File: src/rtl/rt_pkg.sv
// Shared ray-tracer package.
// Holds the 32.32 fixed-point type, the vector and colour types, the default
// scene constants, and the scene_sequencer state encoding.
package rt_pkg;

    // Unsigned 32.32 fixed-point value.
    typedef logic [63:0] fixed_real;

    typedef struct packed {
        fixed_real x;
        fixed_real y;
        fixed_real z;
    } vector;

    typedef struct packed {
        logic [7:0] r;
        logic [7:0] g;
        logic [7:0] b;
    } color;

    // Starting "best t" for every pixel. Any hit at or beyond this distance never wins.
    localparam fixed_real T_MAX_DEFAULT = 64'h8FFF_FFFF_0000_0000;
    localparam int        H_RES_DEFAULT = 640;
    localparam int        V_RES_DEFAULT = 480;

    typedef enum logic [2:0] {
        ST_IDLE,
        ST_SETUP,
        ST_ISSUE,
        ST_WAIT,
        ST_WRITE
    } seq_state_t;

endpackage

File: src/rtl/scene_sequencer_raster_counter.sv
// raster_counter: holds the current pixel coordinate and steps it in raster order.
//   clk, srst : clock and synchronous active-high reset (which returns the coordinate to 0,0)
//   advance   : step to the next pixel this cycle
//   x, y      : current column and row
//   last      : the current pixel is the final pixel of the frame (H_RES-1, V_RES-1)
module raster_counter
    import rt_pkg::*;
#(
    parameter int H_RES = H_RES_DEFAULT,
    parameter int V_RES = V_RES_DEFAULT
) (
    input  logic       clk,
    input  logic       srst,
    input  logic       advance,
    output logic [9:0] x,
    output logic [9:0] y,
    output logic       last
);

    localparam logic [9:0] X_LAST = 10'(H_RES - 1);
    localparam logic [9:0] Y_LAST = 10'(V_RES - 1);

    logic [9:0] x_reg;
    logic [9:0] y_reg;

    always_ff @(posedge clk) begin
        if (srst) begin
            x_reg <= '0;
            y_reg <= '0;
        end else if (advance) begin
            if (x_reg == X_LAST) begin
                x_reg <= '0;
                y_reg <= (y_reg == Y_LAST) ? 10'd0 : y_reg + 10'd1;
            end else begin
                x_reg <= x_reg + 10'd1;
            end
        end
    end

    assign x    = x_reg;
    assign y    = y_reg;
    assign last = (x_reg == X_LAST) && (y_reg == Y_LAST);

endmodule

File: src/rtl/scene_sequencer.sv
// scene_sequencer: per-pixel control sequencer for the ray tracer.
// For each pixel it first waits for the ray LUTs to settle. It then walks every
// sphere index through the shared collision unit and keeps the nearest hit.
// Finally it issues one ready/valid frame-buffer write and advances the raster.
//   Clk, Reset         : clock and synchronous active-high reset
//   Start, Continuous  : start a frame from idle / at end of frame, restart instead of going idle
//   SphereIdx, TBest   : sphere under test and current best t, sent to the collision unit
//   Collide, TNew      : hit result for SphereIdx, valid COLLIDE_LATENCY cycles after issue
//   WriteX, WriteY     : current pixel coordinate
//   HitAny, HitIdx     : nearest-hit result, valid while WritePixel=1
//   WritePixel, WriteReady : frame-buffer write handshake
//   Busy, FrameDone    : not idle / one-cycle pulse after the last pixel is accepted
module scene_sequencer
    import rt_pkg::*;
#(
    parameter int        NUM_SPHERES     = 4,
    parameter int        H_RES           = H_RES_DEFAULT,
    parameter int        V_RES           = V_RES_DEFAULT,
    parameter int        RAY_LATENCY     = 2,
    parameter int        COLLIDE_LATENCY = 1,
    parameter fixed_real T_MAX           = T_MAX_DEFAULT,
    localparam int       IDX_W           = (NUM_SPHERES > 1) ? $clog2(NUM_SPHERES) : 1
) (
    input  logic             Clk,
    input  logic             Reset,
    input  logic             Start,
    input  logic             Continuous,
    output logic [IDX_W-1:0] SphereIdx,
    output logic [63:0]      TBest,
    input  logic             Collide,
    input  logic [63:0]      TNew,
    output logic [9:0]       WriteX,
    output logic [9:0]       WriteY,
    output logic             HitAny,
    output logic [IDX_W-1:0] HitIdx,
    output logic             WritePixel,
    input  logic             WriteReady,
    output logic             Busy,
    output logic             FrameDone
);

    // A single counter is shared by the SETUP and WAIT phases, so it is sized for the longer one.
    localparam int LAT_MAX = (RAY_LATENCY > COLLIDE_LATENCY) ? RAY_LATENCY : COLLIDE_LATENCY;
    localparam int CNT_W   = (LAT_MAX > 1) ? $clog2(LAT_MAX) : 1;
    localparam logic [CNT_W-1:0] RAY_LAST     = CNT_W'(RAY_LATENCY - 1);
    localparam logic [CNT_W-1:0] COLLIDE_LAST = CNT_W'(COLLIDE_LATENCY - 1);
    localparam logic [IDX_W-1:0] IDX_LAST     = IDX_W'(NUM_SPHERES - 1);

    seq_state_t       state_reg;
    logic [CNT_W-1:0] cnt_reg;
    logic [IDX_W-1:0] sphere_reg;
    logic [63:0]      tbest_reg;
    logic             hit_any_reg;
    logic [IDX_W-1:0] hit_idx_reg;
    logic             write_pixel_reg;
    logic             frame_done_reg;

    logic advance;
    logic last_pixel;

    assign advance = (state_reg == ST_WRITE) && WriteReady;

    raster_counter #(
        .H_RES (H_RES),
        .V_RES (V_RES)
    ) u_raster (
        .clk     (Clk),
        .srst    (Reset),
        .advance (advance),
        .x       (WriteX),
        .y       (WriteY),
        .last    (last_pixel)
    );

    always_ff @(posedge Clk) begin
        if (Reset) begin
            state_reg       <= ST_IDLE;
            cnt_reg         <= '0;
            sphere_reg      <= '0;
            tbest_reg       <= T_MAX;
            hit_any_reg     <= 1'b0;
            hit_idx_reg     <= '0;
            write_pixel_reg <= 1'b0;
            frame_done_reg  <= 1'b0;
        end else begin
            frame_done_reg <= 1'b0;
            case (state_reg)
                ST_IDLE: begin
                    if (Start) begin
                        state_reg   <= ST_SETUP;
                        cnt_reg     <= '0;
                        sphere_reg  <= '0;
                        tbest_reg   <= T_MAX;
                        hit_any_reg <= 1'b0;
                        hit_idx_reg <= '0;
                    end
                end
                ST_SETUP: begin
                    if (cnt_reg == RAY_LAST) begin
                        state_reg <= ST_ISSUE;
                        cnt_reg   <= '0;
                    end else begin
                        cnt_reg <= cnt_reg + 1'b1;
                    end
                end
                ST_ISSUE: begin
                    state_reg <= ST_WAIT;
                    cnt_reg   <= '0;
                end
                ST_WAIT: begin
                    if (cnt_reg == COLLIDE_LAST) begin
                        // A strict compare means a tie keeps the earlier (lower) index.
                        // Because TBest starts at T_MAX, hits at or beyond T_MAX are dropped.
                        if (Collide && (TNew < tbest_reg)) begin
                            tbest_reg   <= TNew;
                            hit_idx_reg <= sphere_reg;
                            hit_any_reg <= 1'b1;
                        end
                        if (sphere_reg == IDX_LAST) begin
                            state_reg       <= ST_WRITE;
                            write_pixel_reg <= 1'b1;
                        end else begin
                            sphere_reg <= sphere_reg + 1'b1;
                            state_reg  <= ST_ISSUE;
                        end
                    end else begin
                        cnt_reg <= cnt_reg + 1'b1;
                    end
                end
                ST_WRITE: begin
                    if (WriteReady) begin
                        write_pixel_reg <= 1'b0;
                        cnt_reg         <= '0;
                        sphere_reg      <= '0;
                        tbest_reg       <= T_MAX;
                        hit_any_reg     <= 1'b0;
                        hit_idx_reg     <= '0;
                        if (last_pixel) begin
                            frame_done_reg <= 1'b1;
                            state_reg      <= Continuous ? ST_SETUP : ST_IDLE;
                        end else begin
                            state_reg <= ST_SETUP;
                        end
                    end
                end
                default: state_reg <= ST_IDLE;
            endcase
        end
    end

    assign SphereIdx  = sphere_reg;
    assign TBest      = tbest_reg;
    assign HitAny     = hit_any_reg;
    assign HitIdx     = hit_idx_reg;
    assign WritePixel = write_pixel_reg;
    assign FrameDone  = frame_done_reg;
    assign Busy       = (state_reg != ST_IDLE);

endmodule

File: config.mk
export PLATFORM = sky130hd
export DESIGN_NAME = scene_sequencer
export DESIGN_NICKNAME = d
export VERILOG_FILES = /design/src/rtl/rt_pkg.sv /design/src/rtl/scene_sequencer_raster_counter.sv /design/src/rtl/scene_sequencer.sv
export SDC_FILE = /design/constraint.sdc
export NUM_CORES = 1
export LEC_CHECK = 0
export BUFFER_PORTS_ARGS = -buffer_cell sky130_fd_sc_hd__buf_2
export CAP_MARGIN = 20
export CORE_UTILIZATION = 45
export DETAILED_ROUTE_END_ITERATION = 7
export PLACE_DENSITY = 0.72
export SLEW_MARGIN = 10
export SYNTH_ARGS = -nofsm -noshare
export SYNTH_HDL_FRONTEND = slang
export SYNTH_SLANG_ARGS = --single-unit
File: constraint.sdc
create_clock -name Clk -period 3.95 [get_ports Clk]
set_input_delay 0.395 -clock Clk [delete_from_list [all_inputs] [get_ports Clk]]
set_output_delay 0.395 -clock Clk [all_outputs]
set_load 0.005 [all_outputs]
==> results.toml, run 1 <==
[synthesis]
synth-xor-area-share = 0.03159
yosys_warnings = 0
synth_ff_type = "dfxtp_1"
ys_seq_area_frac = 0.3811
postSynthCellCount = 544
synth_top_family_by_area = "compound AO/OA/AOI/OAI gates"
netlist_area_sq_um = 4990
synth_edf_count = 0
synth_seq_cells = 95
synth_simple_gate_area_frac = 0.1359
yosysUniqueCellTypes = 46
muxShareOfSynthArea = 0.004012
syn_avg_cell_area_sq_um = 9.172
synth_nets = 680
synth_compound_gate_area_share = 0.2096
ys_async_sr_fraction = 0
synthAdderAreaFrac = 0.1655

[drt]
viasPerCell = 5.334
routed_wl_mm = 12.07
vias = 4502
drt-initial-drc-count = 176
drt_first_pass_iters = 6
drc = 1
wl_per_cell_um = 14.30
antenna_left = 0

[grt]
grt_overflow = 0
grt_util_all_layers = 0.2120
use_met1 = 0.2578
grt_util_met3 = 0.06235
antenna_found_initial = 1
grt_max_degree = 38
grt_pass1_wl_mm = 19.27
grt_busiest_layer = "met2"
met2_usage = 0.3576
grt_pass1_vias = 4191

[clocking]
cts_hold_buf = 0
root_buffer = "clkbuf_8"
cts.sinks = 95
clock_path_buffers = 2
worstSkewPairLatency_ns = 0.37
clk_pin_slew_worst_paths_ns = 0.10
cts_buffers = 9
cts_tree = "done"
cts_setup_buffers = 0
cts_resized = 0
cts_max_level = 3

[worst_setup_path]
worstPathRequired_ns = 4.25
path_cells = "inv_1, ha_1, a21oi_1, o21ai_1, a221o_1, a2111o_1, a221o_1, nor4_2, buf_12, a22o_1"
end_kind = "register"
startpoint_type = "register"
cp_slowest_cell = "a2111o_1"
critPathKind = "reg -> reg"
cp_common_cell = "a221o_1"
cpPeakStageDelay_ns = 0.45
cp.arrival_ns = 3.45
cp_max_fo = 35
reg2reg_depth = 10

[power]
seq_power_share = 0.523
switchingPower_w = 0.0004407
p_sw_frac = 0.2389
leakage_nw = 3.077
power_density_nw_per_um2 = 300.5
p_comb_frac = 0.093
ir_drop_mv = 0.1608
p_clk_frac = 0.384
internal_power_w = 0.001404

[layout]
final_common_cell = "buf_2"
mostFrequentLayoutCells = "buf_2, dfxtp_1, inv_1, ha_1, a22o_1"
drive_above_1_share = 0.2632
largest_reg_flops = 64
nNetsFinal = 835
fin_area_sq_um = 6140
instances_no_fill = 844
syn_to_final_growth_pct = 23.04

[floorplan]
rows = 38
die-area_sq_um = 11510
fp.dieW_um = 107.3
core_sq_um = 10840
io_pins = 162
die_h_um = 107.3
start_util = 0.4603

[sta]
fin_crit_sh = 0.7965
relSlewSlack = 0.6172
grt_setup_unrepaired = "false"
fmax_ghz = 0.3178
min_period_ns = 3.146
finClkSkew_ns = 0.01555
hold_viol_final = 0
drv_slew = 0
setup_viol = 0
worst_slew_pin_slew_ns = 0.5694
setup_tns_ns = 0

[placed_design]
place_area_sq_um = 5926
routabilityCongestion = 0.8264
dp_hpwl_mm = 9.116
portBuffers = 161
placedCellCount = 828

[hold_path]
min_path_type = "in -> reg"
hold_depth = 2

[outcome]
outcome = "finished, violations left"
violations = "DRC"

[run]
cap_violations = 0
critical path, delay by kind of cell (launching register included):
kind	cells	cell delay, ns
AOI/OAI and AO/OA	6	1.63
and+or+nand+nor	1	0.44
DFF	1	0.36
buffers and inverters	2	0.33
adders and majority gates	1	0.30
metrics by stage:
stage | setup WS, ns | power [W] | util | hold WS (ns)
floorplan | 1.034 | 0.001081 | - | 0.4486
global placement | 0.8059 | 0.001152 | 0.5466 | 0.4435
detailed placement | 0.7252 | 0.001158 | 0.5466 | 0.4605
CTS | 0.7735 | 0.001868 | 0.5661 | 0.2255
global route | 0.5833 | 0.001925 | 0.5664 | 0.2371
finish | 0.8038 | 0.001845 | 0.5664 | 0.2524
per-layer routing:
layer | vias to the layer above | wire [um]
li1 | 2264 | -
met1 | 2110 | 5458
met2 | 117 | 5792
met3 | 11 | 675
met4 | 0 | 143
met5 | - | 0
synthesized netlist by cell type, types with 13 or more instances:
library cell  count  share of area
dfxtp_1          95           0.38
clkbuf_1         14          0.011
a2bb2oi_1        29          0.051
nand2_1          34          0.026
nand3_1          16          0.016
a21oi_1          28          0.028
a22o_1           38          0.067
nor2_1           31          0.023
xor2_1           14          0.025
ha_1             66           0.17
nand4_1          13          0.016
inv_1            68          0.051
final cells by class:
| cell class | instances | area, sq um |
|---|---|---|
| Antenna cell | 1 | 2.502 |
| Clock buffer | 11 | 141.4 |
| Clock inverter | 4 | 70.07 |
| Fill cell | 1020 | 4701 |
| Inverter | 68 | 255.2 |
| Multi-Input combinational cell | 360 | 2745 |
| Sequential cell | 95 | 1902 |
| Tap cell | 140 | 175.2 |
| Timing Repair Buffer | 165 | 848.3 |
final timing paths:
kind	from	end	slack, ns
worst max-delay path	TBest[25]	TBest[2]	0.80
worst min register to register	WritePixel	WritePixel	0.47
worst min-delay path	TNew[20]	TBest[20]	0.25
worst max register to register	TBest[25]	TBest[2]	0.80
power by group through the flow:
stage / clock network (W) / logic [W] / registers, W
floorplan: 0 / 0.0000978 / 0.000984
global placement: 0 / 0.000165 / 0.000987
detailed placement: 0 / 0.000170 / 0.000988
CTS: 0.000731 / 0.000171 / 0.000965
global route: 0.000767 / 0.000192 / 0.000966
finish: 0.000709 / 0.000171 / 0.000965
cells by family (layout without fill, tap and decap cells):
group	Yosys count	in the layout
AO/OA/AOI/OAI	139	139
XOR/XNOR	18	18
adder cells (fa/ha/maj)	66	66
buffers and inverters	89	248
flip-flops	95	95
multiplexers	2	2
other	0	1
AND/OR/NAND/NOR	135	135
Power figures use the tool's default switching activity.
==> run 2, diff against run 1 <==
Clock period 3.95 ns to 3.2 ns, I/O delays scaled along.
==> run 2 against run 1 <==
Against the previous run: the run still ends with DRC left; via count is 1.6% higher; core utilization rose by 0.36 points; sequential share of layout area down 0.17 points; first-iteration DRC count rose by 15%; final cell count grew 0.36%; clock skew shrank 0.0051 ns; combinational power is 25% higher; critical endpoint is now TBest[36]; clock power is 18% higher; die area unchanged; worst hold slack lost 0.075 ns; register-to-register slack got worse by 0.69 ns.
==> results.toml, run 2 (synthesis results as in run 1) <==
[outcome]
outcome = "finished, violations left"
violations = "DRC"

[drt]
antenna_left = 0
viasPerCell = 5.401
routed_wl_mm = 12.20
vias = 4575
drt_first_pass_iters = 7
drc = 1
drt-initial-drc-count = 202
wl_per_cell_um = 14.40

[clocking]
cts_tree = "done"
cts_hold_buf = 0
root_buffer = "clkbuf_8"
cts_buffers = 9
cts_setup_buffers = 0
clock_path_buffers = 2
cts.sinks = 95
cts_resized = 0
clk_pin_slew_worst_paths_ns = 0.09
worstSkewPairLatency_ns = 0.37
cts_max_level = 3

[layout]
diodes = 0
nNetsFinal = 838
largest_reg_flops = 64
instances_no_fill = 847
register_area_sq_um = 1903
num-fill-cells = 1009
syn_to_final_growth_pct = 23.82
mostFrequentLayoutCells = "buf_2, dfxtp_1, inv_1, ha_1, a22o_1"
drive_above_1_share = 0.2716
multi_input_area_sq_um = 2771
final_common_cell = "buf_2"

[power]
power_density_nw_per_um2 = 363.0
p_total_w = 0.002243
ir_drop_mv = 0.2598
leakage_nw = 3.081

[floorplan]
start_util = 0.4603
fp.dieW_um = 107.3
die_h_um = 107.3
core_sq_um = 10840
rows = 38
die-area_sq_um = 11510
io_pins = 162

[worst_setup_path]
end_kind = "register"
worstPathRequired_ns = 3.45
startpoint_type = "register"
critPathKind = "reg -> reg"
cp.arrival_ns = 3.34
cp_max_fo = 8

[grt]
grt_overflow = 0
grt_max_degree = 40
grt_util_all_layers = 0.2093
grt_pass1_vias = 4264
antenna_found_initial = 0
grt_pass1_wl_mm = 19.26

[sta]
fin_crit_sh = 0.9644
setup_tns_ns = 0
drv_slew = 0
finClkSkew_ns = 0.01043
timing.hold.ws_ns = 0.1772
worst_slew_pin_slew_ns = 0.6433
hold_viol_final = 0
grt_setup_unrepaired = "false"
min_period_ns = 3.086
setup_viol = 0
fmax_ghz = 0.3240
fin_ws_ns = 0.1140
relSlewSlack = 0.5678

[placed_design]
dp_hpwl_mm = 9.084
placedCellCount = 829
place_ws_ns = 0.1321
portBuffers = 161
routabilityCongestion = 0.8291

[hold_path]
min_path_type = "in -> reg"

[run]
cap_violations = 0
-- run 2: cell type report --
cell class | instances | area share
multi-input combinational | 362 | 0.4486
sequential | 95 | 0.3080
timing repair buffer | 166 | 0.1405
inverter | 68 | 0.04131
tap | 140 | 0.02835
clock buffer | 10 | 0.02228
clock inverter | 6 | 0.01094
-- run 2: worst paths after layout --
path | depth (start not counted) | startpoint | endpoint | slack [ns]
min reg2reg | 1 | HitAny | HitAny | 0.46
min | 2 | TNew[0] | TBest[0] | 0.18
max | 9 | TBest[27] | TBest[36] | 0.11
max reg2reg | 9 | TBest[27] | TBest[36] | 0.11
-- run 2: critical path: stages, from the launching register on --
cell	delay [ns]
dfxtp_1	0.36
inv_1	0.05
ha_1	0.32
a21oi_1	0.13
o21ai_1	0.09
a221o_1	0.36
a2111o_1	0.44
a221o_1	0.41
or4_4	0.64
a2bb2oi_1	0.18
-- run 2: metal layers --
metal | vias up | wire length (um) | track usage
li1 | 2272 | - | -
met1 | 2157 | 5490 | 0.2566
met2 | 132 | 5734 | 0.3544
met3 | 14 | 771 | 0.04722
met4 | 0 | 202 | 0.08317
met5 | - | 0 | 0
-- run 2: through the flow --
stage	util	instance area, sq um
after detailed placement	0.5485	5946
after floorplan	-	4990
final	0.5699	6178
after global routing	0.5699	6178
after CTS	0.5674	6151
after global placement	0.5485	5946
-- run 2: power breakdown --
part           internal (W)  leakage, nW  switching [W]  total [W]
Clock              0.000387       0.0993       0.000450   0.000837
Combinational     0.0000970         2.21       0.000117   0.000214
Sequential          0.00118        0.767     0.00000735    0.00119
==> run 3, diff against run 2 <==
Settings changed: PLACE_DENSITY 0.72 to 0.75.
==> run 3 against run 2 <==
Against the previous run: setup slack improved by 0.0050 ns; combinational power about the same; via count is 1.1% lower; core utilization decreased by 0.45 points; maximum frequency increased by 0.16%; the run now ends clean; sequential share of layout area rose by 0.22 points; sequential cell count did not move; total power is 2.4% lower; global-route usage grew 0.15 points; sequential power hardly changed.
==> results.toml, run 3 (synthesis results as in run 1) <==
[worst_setup_path]
critPathKind = "reg -> reg"
worstPathRequired_ns = 3.45
crit_buf_inv = 1
critPathTopFamily = "compound AO/OA/AOI/OAI gates"
startpoint_type = "register"
cpPeakStageDelay_ns = 0.61
path_cells = "inv_1, ha_1, a211oi_1, o211ai_1, o221a_2, a2111o_1, a221o_1, or4_4, a2bb2oi_1"
cp_slowest_cell = "or4_4"
cp.arrival_ns = 3.33
end_kind = "register"
cp_max_fo = 29

[drt]
vias = 4523
drt-initial-drc-count = 194
drt_first_pass_iters = 4
drc = 0
viasPerCell = 5.346
antenna_left = 0
routed_wl_mm = 11.81
wl_per_cell_um = 13.96

[clocking]
cts_max_level = 3
cts_resized = 0
cts_hold_buf = 0
cts.sinks = 95
cts_tree = "done"
clock_path_buffers = 2
cts_setup_buffers = 0
worstSkewPairLatency_ns = 0.37
cts_buffers = 9
root_buffer = "clkbuf_8"
clk_pin_slew_worst_paths_ns = 0.09

[sta]
hold_viol_final = 0
min_period_ns = 3.081
grt_setup_unrepaired = "false"
setup_tns_ns = 0
fmax_ghz = 0.3246
fin_ws_ns = 0.1189
setup_viol = 0
worst_slew_pin_slew_ns = 0.5121
relSlewSlack = 0.6555
finClkSkew_ns = 0.007713
fin_crit_sh = 0.9628
drv_slew = 0

[placed_design]
routabilityCongestion = 0.8383
place_ws_ns = 0.1129
placedCellCount = 830
portBuffers = 161
dp_hpwl_mm = 9.241

[layout]
diodes = 0
syn_to_final_growth_pct = 22.84
largest_reg_flops = 64
drive_above_1_share = 0.2649
instances_no_fill = 846
mostFrequentLayoutCells = "buf_2, dfxtp_1, inv_1, ha_1, a22o_1"
final_common_cell = "buf_2"
nNetsFinal = 837

[floorplan]
core_sq_um = 10840
fp.dieW_um = 107.3
die-area_sq_um = 11510
start_util = 0.4603
io_pins = 162
rows = 38
die_h_um = 107.3

[hold_path]
min_path_type = "in -> reg"

[grt]
grt_pass1_vias = 4293
grt_util_all_layers = 0.2108
grt_util_met3 = 0.03995
use_met1 = 0.2527
antenna_found_initial = 0
grt_busiest_layer = "met2"
grt_overflow = 0
met2_usage = 0.3636
grt_max_degree = 34
grt_pass1_wl_mm = 19.15

[power]
ir_drop_mv = 0.2456
p_comb_frac = 0.096
p_sw_frac = 0.2496
leakage_nw = 3.076
internal_power_w = 0.001643
power_density_nw_per_um2 = 357.1
seq_power_share = 0.544
switchingPower_w = 0.0005463
p_total_w = 0.002189
p_clk_frac = 0.360

[outcome]
outcome = "finished, final reports clean"

[run]
cap_violations = 0
run 3: cell types whose count changed in the layout (fill, tap and decap cells not counted), sizes merged:
cell      change
inv           -1
clkinv        +2
or4           -2
clkinvlp      -2
buf           +1
clkbuf        +1
run 3: final cells by class:
type                            instances  area [sq um]
Clock inverter                          5         57.56
Inverter                               68         255.2
Fill cell                             975          4711
Multi-Input combinational cell        360          2745
Tap cell                              140         175.2
Clock buffer                           11         131.4
Timing Repair Buffer                  167         863.3
Sequential cell                        95          1902
run 3: routing by layer:
layer  wire length (um)  vias up
met5                  0        -
met4                255        0
met3                536       17
met2               5707      107
met1               5309     2127
li1                   -     2272
run 3: path summary, 6_finish.rpt:
check | slack, ns | to | cells after the start | startpoint
hold reg to reg | 0.46 | HitAny | 1 | HitAny
setup reg to reg | 0.12 | TBest[52] | 9 | TBest[37]
setup / recovery | 0.12 | TBest[52] | 9 | TBest[37]
hold / removal | 0.18 | TBest[19] | 2 | TNew[19]
run 3: metrics by stage:
| stage | hold slack (ns) | area (sq um) | util |
|---|---|---|---|
| after detailed placement | 0.4383 | 5941 | 0.5480 |
| after global placement | 0.4296 | 5941 | 0.5480 |
| after CTS | 0.1549 | 6130 | 0.5654 |
| after floorplan | 0.4486 | 4990 | - |
| after global routing | 0.1554 | 6130 | 0.5654 |
| final | 0.1795 | 6130 | 0.5654 |
run 3: power groups by stage:
stage,clock network (W),registers (W),logic (W)
after detailed placement,0,0.00122,0.000211
after CTS,0.000814,0.00119,0.000212
after global routing,0.000865,0.00119,0.000238
after global placement,0,0.00122,0.000204
final,0.000787,0.00119,0.000211
after floorplan,0,0.00121,0.000121
